===== src/rtl/cpu_sequencer.sv =====
// cpu_sequencer: multi-cycle fetch/decode/execute/write-back control FSM.
// Fetches 8-bit instructions over a req/ack port, decodes the opcode into an
// ALU select and issues single-cycle register/memory write-enable pulses.
//
// state  | meaning
// -------+--------------------------------------------------------------
// IDLE   | waiting for run; no fetch activity
// FETCH  | imem_req high at PC; on ack latch instruction, PC += 1
// DECODE | opcode/operand stable; alu_ctrl reflects opcode
// EXEC   | resolve JMP/NOP/HALT/illegal or continue to write-back
// WB     | one-cycle reg_we (LOAD/ALU) or mem_we (STORE) pulse
// HALT   | absorbing; only rst leaves
module cpu_sequencer #(
  parameter int PC_WIDTH = 8
) (
  input  logic                clk,
  input  logic                rst,
  input  logic                run,
  output logic                imem_req,
  output logic [PC_WIDTH-1:0] imem_addr,
  input  logic                imem_ack,
  input  logic [7:0]          imem_data,
  output logic [3:0]          opcode,
  output logic [3:0]          operand,
  output logic [2:0]          alu_ctrl,
  output logic                reg_we,
  output logic                mem_we,
  output logic                halted,
  output logic                illegal
);

  localparam logic [3:0] OP_LOAD  = 4'h0;
  localparam logic [3:0] OP_STORE = 4'h1;
  localparam logic [3:0] OP_ADD   = 4'h2;
  localparam logic [3:0] OP_SUB   = 4'h3;
  localparam logic [3:0] OP_AND   = 4'h4;
  localparam logic [3:0] OP_OR    = 4'h5;
  localparam logic [3:0] OP_XOR   = 4'h6;
  localparam logic [3:0] OP_JMP   = 4'h8;
  localparam logic [3:0] OP_NOP   = 4'hE;
  localparam logic [3:0] OP_HALT  = 4'hF;

  // JMP keeps the page bits of the already-incremented PC and replaces the low nibble.
  localparam logic [PC_WIDTH-1:0] PAGE_MASK = ~PC_WIDTH'(4'hF);

  typedef enum logic [2:0] {
    S_IDLE   = 3'd0,
    S_FETCH  = 3'd1,
    S_DECODE = 3'd2,
    S_EXEC   = 3'd3,
    S_WB     = 3'd4,
    S_HALT   = 3'd5
  } state_t;

  state_t              state_q, state_d;
  logic [PC_WIDTH-1:0] pc_q;
  logic [7:0]          ir_q;
  logic                illegal_q;
  logic [3:0]          op;
  logic                op_writes_back;
  logic                op_defined;
  logic [PC_WIDTH-1:0] jmp_target;

  assign op             = ir_q[7:4];
  assign op_writes_back = (op <= OP_XOR);
  assign op_defined     = op_writes_back || (op == OP_JMP) || (op == OP_NOP) || (op == OP_HALT);
  assign jmp_target     = (pc_q & PAGE_MASK) | PC_WIDTH'(ir_q[3:0]);

  // State register
  always_ff @(posedge clk) begin
    if (rst) state_q <= S_IDLE;
    else     state_q <= state_d;
  end

  // PC, instruction register and sticky illegal flag
  always_ff @(posedge clk) begin
    if (rst) begin
      pc_q      <= '0;
      ir_q      <= '0;
      illegal_q <= 1'b0;
    end else begin
      if (state_q == S_FETCH && imem_ack) begin
        pc_q <= pc_q + PC_WIDTH'(1);
        ir_q <= imem_data;
      end
      if (state_q == S_EXEC) begin
        if (op == OP_JMP) pc_q      <= jmp_target;
        if (!op_defined)  illegal_q <= 1'b1;
      end
    end
  end

  // Next-state selection
  always_comb begin
    state_d = state_q;
    case (state_q)
      S_IDLE:   if (run) state_d = S_FETCH;
      S_FETCH:  if (imem_ack) state_d = S_DECODE;
      S_DECODE: state_d = S_EXEC;
      S_EXEC: begin
        if (op_writes_back)     state_d = S_WB;
        else if (op == OP_HALT) state_d = S_HALT;
        else                    state_d = S_FETCH;
      end
      S_WB:     state_d = S_FETCH;
      S_HALT:   state_d = S_HALT;
      default:  state_d = S_IDLE;
    endcase
  end

  // Outputs decoded from state and latched instruction
  always_comb begin
    imem_req  = (state_q == S_FETCH);
    imem_addr = pc_q;
    opcode    = ir_q[7:4];
    operand   = ir_q[3:0];
    reg_we    = (state_q == S_WB) && (op != OP_STORE);
    mem_we    = (state_q == S_WB) && (op == OP_STORE);
    halted    = (state_q == S_HALT);
    illegal   = illegal_q;
    case (op)
      OP_ADD:  alu_ctrl = 3'b000;
      OP_SUB:  alu_ctrl = 3'b001;
      OP_AND:  alu_ctrl = 3'b010;
      OP_OR:   alu_ctrl = 3'b011;
      OP_XOR:  alu_ctrl = 3'b100;
      default: alu_ctrl = 3'b000;
    endcase
  end

endmodule


===== config.mk =====
export PLATFORM = sky130hd
export DESIGN_NAME = cpu_sequencer
export DESIGN_NICKNAME = d
export VERILOG_FILES = /design/src/rtl/cpu_sequencer.sv
export SDC_FILE = /design/constraint.sdc
export NUM_CORES = 1
export LEC_CHECK = 0
export CELL_PAD_IN_SITES_DETAIL_PLACEMENT = 1
export CELL_PAD_IN_SITES_GLOBAL_PLACEMENT = 2
export CORE_MARGIN = 5
export CORE_UTILIZATION = 27
export CTS_CLUSTER_DIAMETER = 40
export CTS_CLUSTER_SIZE = 14
export DETAILED_ROUTE_END_ITERATION = 6
export PLACE_DENSITY = 0.94
export SLEW_MARGIN = 5
export SYNTH_ARGS = -nofsm -noshare
export SYNTH_HDL_FRONTEND = slang
export SYNTH_SLANG_ARGS = --single-unit

===== constraint.sdc =====
create_clock -name clk -period 2.8 [get_ports clk]
set_input_delay 0.7 -clock clk [delete_from_list [all_inputs] [get_ports clk]]
set_output_delay 0.7 -clock clk [all_outputs]
set_load 0.005 [all_outputs]

; After elaboration in Yosys (flattened, before gate mapping)
; Cells that the tools add are included.
[totals]
regBits = 20
inputBits = 12
word_cells = 42
[classes]
n_addsub = 1
muxes = 9
bitwise_logic = 2
n_eq_ne = 16
reduce_logical = 9
order_cmp = 1
[ops]
columns = operator, n
row1 = 8-bit two-way mux, 3
row2 = 3-bit one-hot mux with 6 select lines, 1
row3 = "4-bit by 3-bit equality test with 1-bit output, second input constant", 3
row4 = "4-bit equality test, second input constant", 3
row5 = 3-bit two-way mux, 4
row6 = 3-bit one-hot mux with 4 select lines, 1
row7 = "8-bit by 1-bit adder with 8-bit output, second input constant", 1
row8 = 8-bit by 4-bit OR with 8-bit output, 1
row9 = "3-bit by 2-bit equality test with 1-bit output, second input constant", 2
row10 = "3-bit equality test, second input constant", 2
row11 = "4-bit by 1-bit equality test with 1-bit output, second input constant", 1
row12 = "4-bit by 2-bit equality test with 1-bit output, second input constant", 1
row13 = "4-bit by 3-bit less-or-equal comparator with 1-bit output, second input constant", 1
row14 = "4-bit by 1-bit != test with 1-bit output, second input constant", 1
row15 = 2-bit AND reduction, 2
row16 = "3-bit by 1-bit equality test with 1-bit output, second input constant", 1
row17 = 1-bit logical AND, 3
row18 = 3-bit logical NOT, 1
row19 = 1-bit logical OR, 3
row20 = "2-bit by 1-bit != test with 1-bit output, second input constant", 1
row21 = "2-bit != test, second input constant", 1
row22 = 1-bit inverter, 1

; Longest topological paths before layout
; Gate-level depths: netlist of run 1.
[depth]
depth_word = 6
ltp_mapped = 6
depth_no_buf = 4

; Least setup slack after synthesis of run 1
; OpenSTA, ideal clock, no wires.
[synth_timing]
path_kind = reg2out
startpoint = reg ir_q[7]
endpoint = out mem_we
t_arrival_ps = 1045
path_buffers = 1
required_ps = 2100
path_slack_ps = 1055
stages_incl_launch_ff = 5
path_cell_list = dfxtp_1 clkbuf_1 nand2b_1 nor3_1 nor3b_1
[synth_between]
elab_chain_len = 2
[synth_rtl]
columns = element, line
row1 = from (decl), 57  ; logic [7:0] ir_q;
row2 = from (signal assigned), 84  ; ir_q <= imem_data;
row3 = 4-bit by 1-bit equality test with 1-bit output, 118  ; mem_we = (state_q == S_WB) && (op == OP_STORE);
row4 = 1-bit logical AND, 118
row5 = to (decl), 27  ; output logic mem_we,
; Every way passes these cells.

; Final worst setup path of run 1
[layout_timing]
startpoint = reg ir_q[4]
endpoint = out mem_we
; Same word-level chain as after synthesis.

==> results of run 1 <==
## flip-flops by register name, indices dropped and copies added (netlist names)
register / cells
imem_addr: 8
ir_q: 8
state_q: 3
illegal: 1
## routing by layer
layer,vias up,global-route usage (%),routed length (um)
met4,0,4.83,40
met1,505,14.5,1380
met3,6,3.28,174
met2,21,21.2,1570
met5,-,0,0
li1,524,-,-
## area by class of cell
type,count,share of cell area (%)
well taps,50,4.14
clock buffers,4,3.64
repair buffers,37,24.2
flip-flops and latches,20,26.5
multi-input cells,96,40.8
inverters,3,0.745
## critical path, cell delays in order, from the launching register on
cell and delay [ns]:
sky130_fd_sc_hd__dfxtp_1 0.46, sky130_fd_sc_hd__nand2b_1 0.11, sky130_fd_sc_hd__nor3_1 0.21, sky130_fd_sc_hd__nor3b_1 0.23, sky130_fd_sc_hd__clkdlybuf4s50_1 0.53
## report_power, final
group / switching, mW / internal, mW / leakage [nW]
clock: 0.104 / 0.126 / 0.0288
sequential: 0.0488 / 0.310 / 0.162
combinational: 0.0942 / 0.114 / 0.287
total: 0.247 / 0.550 / 0.478
## cell usage in the layout (no fill, tap or decap), drive strengths merged, types with 3 or more instances in the layout
cell	instances
clkbuf	4
nand2b	6
or4	4
nand2	22
dfxtp	20
a311oi	3
nor2	4
a21oi	13
or3	3
inv	3
o21ai	4
nor3b	3
nor3	8
clkdlybuf4s50	35
o31ai	5
## logic make-up after synthesis
group                      Yosys count
buffers and inverters               14
DFF                                 20
adders and majority gates            1
and+or+nand+nor                     61
AOI/OAI and AO/OA                   30
muxes                                2
xor gates and xnor gates             2
## how the worst max path moves through the flow
stage | end | slack (ns)
floorplan | mem_we | 1.06
global placement | imem_addr[7] | 0.45
detailed placement | imem_addr[5] | 0.38
CTS | mem_we | 0.24
global route | mem_we | 0.05
finish | mem_we | 0.29
==> results by stage, run 1 <==
Clock network:
- The clock network latency to the later pin of the worst-skew pair is 0.27 ns.
- The clock slew at the register clock pins of the worst setup and hold paths is 0.08 ns.
- The number of sinks handled by clock tree synthesis is 20.
- Once the clock tree was built, the setup fixing pass inserted 0 buffers.
- CTS built an H-tree with a depth of 1.
- The root buffer cell is sky130_fd_sc_hd__clkbuf_8.
- Once the clock tree was built, the resizer swapped 0 gates to a different size.
- The maximum number of buffers from clock root to sink is 2.
- Hold repair after CTS inserted 0 buffers.
- The TritonCTS clock tree is done.
- In this run, CTS created clock tree buffers numbering 3.

Timing:
- The max-slew violation total from the final report is 0.
- After layout, the worst setup slack is 0.285 ns.
- Based on the critical path, the design can be clocked at up to 0.398 GHz.
- The final clock period utilization by the worst path is 89.8%.
- The post-route setup TNS is 0 ns.
- For the finished layout, the period the worst path requires is 2.51 ns.
- The remaining max-slew budget at the tightest pin is 70.5%.
- The transition time at the pin with the least slew margin is 0.442 ns.
- The number of endpoints with negative hold slack in the final report is 0.
- Between clock sinks in the finished design, the worst skew comes to 0.00384 ns.
- Setup violations remaining at the end of the flow were counted as 0.
- Setup repair after global routing left no endpoint under its margin.
- The worst hold slack is 0.484 ns.

Placement:
- Detailed placement ended at an HPWL of 2.30 mm.
- The instance area at placement is 1460 um^2.
- Including well taps, the total number of placed cells is 206.
- In this run the tool buffered the top-level ports with 35 buffer cells.
- The final weighted congestion in routability-driven placement is 0.752.
- OpenSTA, run right after detailed placement, puts the worst setup slack at 0.380 ns.

Logic synthesis:
- The XOR/XNOR share of the synthesized area is 1.61%.
- By area, the combinational part of the netlist is dominated by simple AND/OR/NAND/NOR gates.
- For this run, the number of Yosys warnings is 0.
- The commonest cells after synthesis are 22 x sky130_fd_sc_hd__nand2_1, 20 x sky130_fd_sc_hd__dfxtp_1, 13 x sky130_fd_sc_hd__a21oi_1, 8 x sky130_fd_sc_hd__nor3_1, 6 x sky130_fd_sc_hd__nand2b_1.
- Summing the areas of all fa, ha and maj instances in the mapped netlist gives 1.15% of the synthesized area.
- Of all cell types, the one taking the most synthesized area is sky130_fd_sc_hd__dfxtp_1.
- The post-synthesis instance total is 130.
- The most common flop cell mapped by yosys is sky130_fd_sc_hd__dfxtp_1.
- By area the synthesized netlist is led by sky130_fd_sc_hd__dfxtp_1 37%, sky130_fd_sc_hd__nand2_1 7.6%, sky130_fd_sc_hd__a21oi_1 6.0%.
- The number of nets in the synthesized netlist is 143.
- The number of enable flip-flop cells after synthesis is 0.
- After synthesis, the share of cell area in mux cells is 1.95%.
- The average footprint of a synthesized cell is 8.38 um^2.
- The post-synthesis sequential area ratio is 36.7%.
- The post-synthesis sequential element count is 20.
- The share of the synthesized area in compound gates (AO/OA/AOI/OAI) is 19.3%.
- The mapped cell area is 1090 um^2.
- The count of different cell masters after synthesis is 35.
- The post-synthesis async set-or-reset flop share is 0%.
- The synthesized-area fraction occupied by and/or/nand/nor cells is 32.6%.
- The area share of the largest cell type after synthesis is 36.7%.
- Yosys instantiated no cell more often than sky130_fd_sc_hd__nand2_1.

Worst setup path:
- The largest driver fanout on the critical path is 8.
- The worst reg2reg path startpoint is state_q[0].
- The critical path startpoint is ir_q[4].
- The critical path in this run is classified as reg2out.
- The required time of the worst setup path is 2.10 ns.
- The cell depth of the worst flop-to-flop path is 3.
- The worst register-to-register path ends at imem_addr[5].
- The worst setup path is launched from a flop.
- Across all register-to-register paths, the minimum setup slack is 1.12 ns.
- The worst setup path is captured at a primary output.
- The data arrival time of the critical path is 1.81 ns.

Finish:
- The non-filler instance count after layout is 210.
- The layout filler cell count is 472.
- Relative to the synthesized area, the layout overhead comes to 38.7%.
- Once layout is done, the placed cells without fillers occupy 1510 um^2.
- Across the whole layout, storage elements account for 400 um^2.
- Cells with a size suffix above 1 make up 8.13% of the layout.
- After the last flow step, the layout net total stands at 174.
- The repair_antennas step left the layout with diodes totalling 0.
- The share of the core filled with cells in the final layout is 38.3%.
- Summing all multi-input logic gate instances after layout gives 617 um^2.

Die:
- The core area is 3940 um^2.
- The initial utilization of the core area, before any placement, comes to 27.6%.
- The floorplan has 23 rows.
- From bottom edge to top edge, the die measures 73.5 um.
- The width of the die is 73.5 um.
- The die covers 5410 um^2.
- The number of placed I/O pins is 36.

Hold path:
- The cell depth of the worst hold path is 2.
- The startpoint of the most critical hold path is ir_q[3].
- The path with the worst hold slack has its endpoint at ir_q[3].
- The worst hold path class is reg2reg.

Route:
- Dividing the detail-routed via count by the number of cells gives 5.03.
- For this run, the detailed router's first-pass iteration total came to 2.
- The post-detailed-routing wire length is 3.17 mm.
- The residual DRC count is 0.
- Dividing the detail-routed wire length by the instance count gives 15.1 um.
- The total number of vias is 1056.
- Once detail routing completed, the nets flagged for antenna violations numbered 0.
- The count of routing violations after the opening detailed-route iteration is 33.

Global routing:
- After global routing the overflow that remains totals 0.
- The maximum number of pins on one net before global-route repair is 22.
- The wire length of the first global-routing pass is 5.21 mm.
- The via count of the first global-routing pass is 1121.
- The global router's overall resource usage is 12.3%.
- The number of antenna violations at the first check in global routing came to 0.

Job:
- The tool flagged a number of max-cap violations equal to 0.

Power and ir drop:
- VDD sags by at most 0.189 mV.
- The analysis attributes to cell leakage a power of 0.478 nW.
- The total power of the final layout is 0.797 mW.
- The power density normalized to cell area is 527 nW/um^2.

Run status:
- The run finished with clean final reports.
Note: power is estimated with default switching activity, not from simulation.
==> inputs of run 2 (changes only) <==
--- a/config.mk
+++ b/config.mk
@@ -12,7 +12,9 @@
 export CTS_CLUSTER_DIAMETER = 40
 export CTS_CLUSTER_SIZE = 14
 export DETAILED_ROUTE_END_ITERATION = 6
+export HOLD_SLACK_MARGIN = 0.05
 export PLACE_DENSITY = 0.94
+export SKIP_CTS_REPAIR_TIMING = 1
 export SLEW_MARGIN = 5
 export SYNTH_ARGS = -nofsm -noshare
 export SYNTH_HDL_FRONTEND = slang
==> results of run 2 <==
Final layout, timing and power as in run 1 (identical DEF).
